===== src/rtl/button_debounce_scheduler.sv =====
// Round-robin debounce controller: one shared stability counter services N_BTN
// synchronized buttons and reports accepted level changes as a valid/ready event stream.
module button_debounce_scheduler #(
    parameter int unsigned N_BTN      = 4,
    parameter int unsigned STABLE_CNT = 19,
    parameter int unsigned CNT_W      = 6,
    parameter int unsigned ID_W       = 2
) (
    input  logic             clk,
    input  logic             rst_n,
    input  logic [N_BTN-1:0] button,
    output logic [N_BTN-1:0] level,
    output logic             evt_valid,
    input  logic             evt_ready,
    output logic [ID_W-1:0]  evt_id,
    output logic             evt_dir,
    output logic             busy
);

    localparam logic [1:0] ST_IDLE  = 2'd0;
    localparam logic [1:0] ST_COUNT = 2'd1;
    localparam logic [1:0] ST_EMIT  = 2'd2;

    localparam logic [ID_W-1:0]  LAST_ID  = ID_W'(N_BTN - 1);
    localparam logic [CNT_W-1:0] CNT_LAST = CNT_W'(STABLE_CNT - 1);

    logic [N_BTN-1:0] sync_meta;
    logic [N_BTN-1:0] sync_q;
    logic [N_BTN-1:0] pending;

    logic [1:0]       state_q,   state_d;
    logic [ID_W-1:0]  sel_q,     sel_d;
    logic             target_q,  target_d;
    logic [CNT_W-1:0] cnt_q,     cnt_d;
    logic [ID_W-1:0]  rr_ptr_q,  rr_ptr_d;
    logic [N_BTN-1:0] level_d;
    logic             evt_valid_d;
    logic [ID_W-1:0]  evt_id_d;
    logic             evt_dir_d;

    logic             found;
    logic [ID_W-1:0]  pick;
    logic [ID_W-1:0]  sel_inc;

    // A button needs service whenever its synchronized value disagrees with its accepted level
    assign pending = sync_q ^ level;
    assign sel_inc = (sel_q == LAST_ID) ? '0 : sel_q + ID_W'(1);

    // First pending index at or above rr_ptr, wrapping around
    always_comb begin
        int unsigned idx;
        idx   = 0;
        found = 1'b0;
        pick  = '0;
        for (int unsigned k = 0; k < N_BTN; k++) begin
            idx = 32'(rr_ptr_q) + k;
            if (idx >= N_BTN) begin
                idx = idx - N_BTN;
            end
            if (!found && pending[ID_W'(idx)]) begin
                found = 1'b1;
                pick  = ID_W'(idx);
            end
        end
    end

    // Next-state and output decode
    always_comb begin
        state_d     = state_q;
        sel_d       = sel_q;
        target_d    = target_q;
        cnt_d       = cnt_q;
        rr_ptr_d    = rr_ptr_q;
        level_d     = level;
        evt_valid_d = evt_valid;
        evt_id_d    = evt_id;
        evt_dir_d   = evt_dir;

        case (state_q)
            ST_IDLE: begin
                if (found) begin
                    sel_d    = pick;
                    target_d = ~level[pick];
                    cnt_d    = '0;
                    state_d  = ST_COUNT;
                end
            end
            ST_COUNT: begin
                if (sync_q[sel_q] != target_q) begin
                    rr_ptr_d = sel_inc;
                    state_d  = ST_IDLE;
                end else if (cnt_q == CNT_LAST) begin
                    level_d[sel_q] = target_q;
                    evt_valid_d    = 1'b1;
                    evt_id_d       = sel_q;
                    evt_dir_d      = target_q;
                    state_d        = ST_EMIT;
                end else begin
                    cnt_d = cnt_q + CNT_W'(1);
                end
            end
            ST_EMIT: begin
                if (evt_ready) begin
                    evt_valid_d = 1'b0;
                    rr_ptr_d    = sel_inc;
                    state_d     = ST_IDLE;
                end
            end
            default: begin
                state_d = ST_IDLE;
            end
        endcase
    end

    always_ff @(posedge clk or negedge rst_n) begin
        if (!rst_n) begin
            sync_meta <= '0;
            sync_q    <= '0;
            state_q   <= ST_IDLE;
            sel_q     <= '0;
            target_q  <= 1'b0;
            cnt_q     <= '0;
            rr_ptr_q  <= '0;
            level     <= '0;
            evt_valid <= 1'b0;
            evt_id    <= '0;
            evt_dir   <= 1'b0;
            busy      <= 1'b0;
        end else begin
            sync_meta <= button;
            sync_q    <= sync_meta;
            state_q   <= state_d;
            sel_q     <= sel_d;
            target_q  <= target_d;
            cnt_q     <= cnt_d;
            rr_ptr_q  <= rr_ptr_d;
            level     <= level_d;
            evt_valid <= evt_valid_d;
            evt_id    <= evt_id_d;
            evt_dir   <= evt_dir_d;
            busy      <= (state_d != ST_IDLE);
        end
    end

endmodule


===== config.mk =====
export PLATFORM = sky130hd
export DESIGN_NAME = button_debounce_scheduler
export DESIGN_NICKNAME = d
export VERILOG_FILES = /design/src/rtl/button_debounce_scheduler.sv
export SDC_FILE = /design/constraint.sdc
export NUM_CORES = 1
export LEC_CHECK = 0
export BUFFER_PORTS_ARGS = -buffer_cell sky130_fd_sc_hd__buf_2
export CAP_MARGIN = 20
export CELL_PAD_IN_SITES_DETAIL_PLACEMENT = 0
export CELL_PAD_IN_SITES_GLOBAL_PLACEMENT = 2
export CORE_ASPECT_RATIO = 0.8
export CORE_MARGIN = 2
export CORE_UTILIZATION = 30
export DETAILED_ROUTE_END_ITERATION = 16
export PLACE_DENSITY = 0.69
export SYNTH_ARGS = -nofsm -noshare
export SYNTH_HDL_FRONTEND = slang
export SYNTH_SLANG_ARGS = --single-unit

===== constraint.sdc =====
create_clock -name clk -period 2.5 [get_ports clk]
set_clock_uncertainty 0.2 [all_clocks]
set_input_delay 0.5 -clock clk [delete_from_list [all_inputs] [get_ports clk]]
set_output_delay 0.5 -clock clk [all_outputs]
set_load 0.02 [all_outputs]

==> flow_summary.toml <==
[synth]
syn_avg_cell_area_um2 = 11.3
ys_warn_count = 0
syn_inst = 129
syn-num-nets = 142
synthTopCellsByArea = "dfrtp_1 (51%), ha_1 (5.1%), nand2_1 (3.3%)"
synth_cell_types = 45
synth_edf_count = 0
synthFlopType = "dfrtp_1"
synth.top_cell.area_share = 0.515
synth_area_mm2 = 0.00146
async_flop_share = 1.00
synth_commonest_cells = "dfrtp_1 (30), nand2_1 (13), inv_1 (10)"
yosysSeqAreaShare = 0.515
synth_most_common_cell = "dfrtp_1"
synth_top_area_cell = "dfrtp_1"
ys_ff_latch = 30

[timing]
tns_ps = 0
final.min_clock_period_ps = 2340
finalHoldViolations = 0
rsz0062_at_grt = "false"
finalSetupViolCount = 0
final.period_utilization = 0.937
slew_violations = 0
setup_ws_ps = 157
worstMarginPinSlew_ps = 665
max_slew_margin = 0.557
fmax_ghz = 0.427

[routing]
wl_per_cell_um = 13.6
drt_iter0_markers = 56
vias_per_cell = 4.85
dr_total_vias = 1029
routed_wl_um = 2890
dr.pass1.iters = 4
drc = 0
ant_nets = 0

[cts]
clkTransAtPathRegs_ps = 60
root_buffer = "clkbuf_8"
hold_buffers = 0
cts_tree = "yes"
clk_latency_ps = 270
post_cts_buffers = 0
cts-resized-gates = 0
clock-sinks = 30
cts_max_path_buffers = 2
numCtsBuffers = 5
h-tree-depth = 2

[finish]
num-fill-cells = 478
utilization = 0.367
syn_to_final_growth_pct = 16.5
nets = 165
drive_gt1_frac = 0.211
num_antenna_cells = 0
design_area_mm2 = 0.00170
layout.cells.non_filler = 212

[place]
preCtsSetupSlack_ps = 180
dp.cells = 205
dpl.hpwl_um = 2160
gp_congestion = 0.945
place_area_mm2 = 0.00162
port_buffers = 15

[setup_path]
crit_path_top_delay_cell = "mux4_2"
crit_required_ps = 2460
critPathArrivalTime_ps = 2300
cp-end-kind = "flip-flop"
worstSetupStartpointType = "flip-flop"
setup.worst_path.start = "sync_q[0]"
worstPathBufferInverterCount = 0
cp_top_family = "multiplexers"
path_class = "flip-flop to flip-flop"
r2r_start = "sync_q[0]"
slowest_delay_ps = 540
crit_fanout = 9
worstPathCellList = "mux4_2 -> xnor2_4 -> and3_1 -> nand2_2 -> mux2_4"

[floorplanning]
num_io_pins = 16
initial_core_util = 0.315
die_h_um = 66.4
fp.dieW_um = 82.0
fp.dieArea_mm2 = 0.00544
core-area_mm2 = 0.00462
rows = 22

[global_route]
grtUsageMet1 = 0.185
grtUsageTotal = 0.130
use_met2 = 0.179
grt_pass1_vias = 1048
antenna_found_initial = 0
grt.busiest_layer = "met1"
grt_pass1_wl_um = 5130
overflow = 0
grt_max_degree = 31
grt_util_met3 = 0.0423

[status]
status = "completed"

[power_and_ir_drop]
ir_drop_uv = 445
power_density_mw_per_mm2 = 911
p_leak_nw = 0.778

[worst_hold_path]
hold_class = "input port to asynchronous set/reset pin"

[job]
cap_viol_max_count = 0
flip-flops by register name, summed over array words and instances (netlist names), 2 cells and up:
signal / count
evt_id: 2
state_q: 2
sync_q: 4
level: 4
rr_ptr_q: 2
cnt_q: 6
sel_q: 2
sync_meta: 4
per-layer routing:
metal	share of wire	wire, um
met1	0.54	1550
met2	0.40	1170
met3	0.042	121
met4	0.018	51
met5	0	0
area by class of cell:
cell class / instances / area (um2) / area share
flip-flops and latches: 30 / 751 / 0.442
well taps: 60 / 75.1 / 0.0442
multi-input cells: 87 / 659 / 0.388
clock buffers: 5 / 68.8 / 0.0405
inverters: 10 / 37.5 / 0.0221
clock inverters: 2 / 10.0 / 0.00589
repair buffers: 18 / 97.6 / 0.0574
per-stage QoR:
step | hold slack [ps] | total power [W]
detailed placement | 138 | 0.00121
CTS | 77.1 | 0.00157
global route | 106 | 0.00169
finish | 58.7 | 0.00155
global placement | 141 | 0.00121
floorplan | 4.41 | 0.00105
kinds of logic after synthesis:
kind of cell	synth area share
fa+ha+maj	0.0515
buf+inv	0.0334
flops	0.515
simple gates	0.134
xor+xnor	0.0489
compound gates	0.162
mux	0.0557
placed cells by master, fill, tap and decap left out, types with 5 or more instances in the layout:
cell	instances
dfrtp_1	30
o21ai_0	7
ha_1	6
inv_1	10
buf_2	15
nand2_1	13
clkbuf_8	5
final timing paths:
kind	end	slack, ps	depth (start not counted)
setup / recovery	level[3]	160	5
hold reg to reg	sync_q[2]	150	0
max in group asynchronous	state_q[1]	1610	1
setup reg to reg	level[3]	160	5
min in group clk	sync_meta[0]	130	1
hold / removal	sync_meta[3]	60	1
where the power goes:
part           switching, W  leakage (nW)  total (W)  internal, W
registers          0.000101         0.384   0.000670     0.000569
clock network      0.000162        0.0438   0.000348     0.000186
logic              0.000312         0.350   0.000531     0.000219
Note: power is estimated with default switching activity, not from simulation.
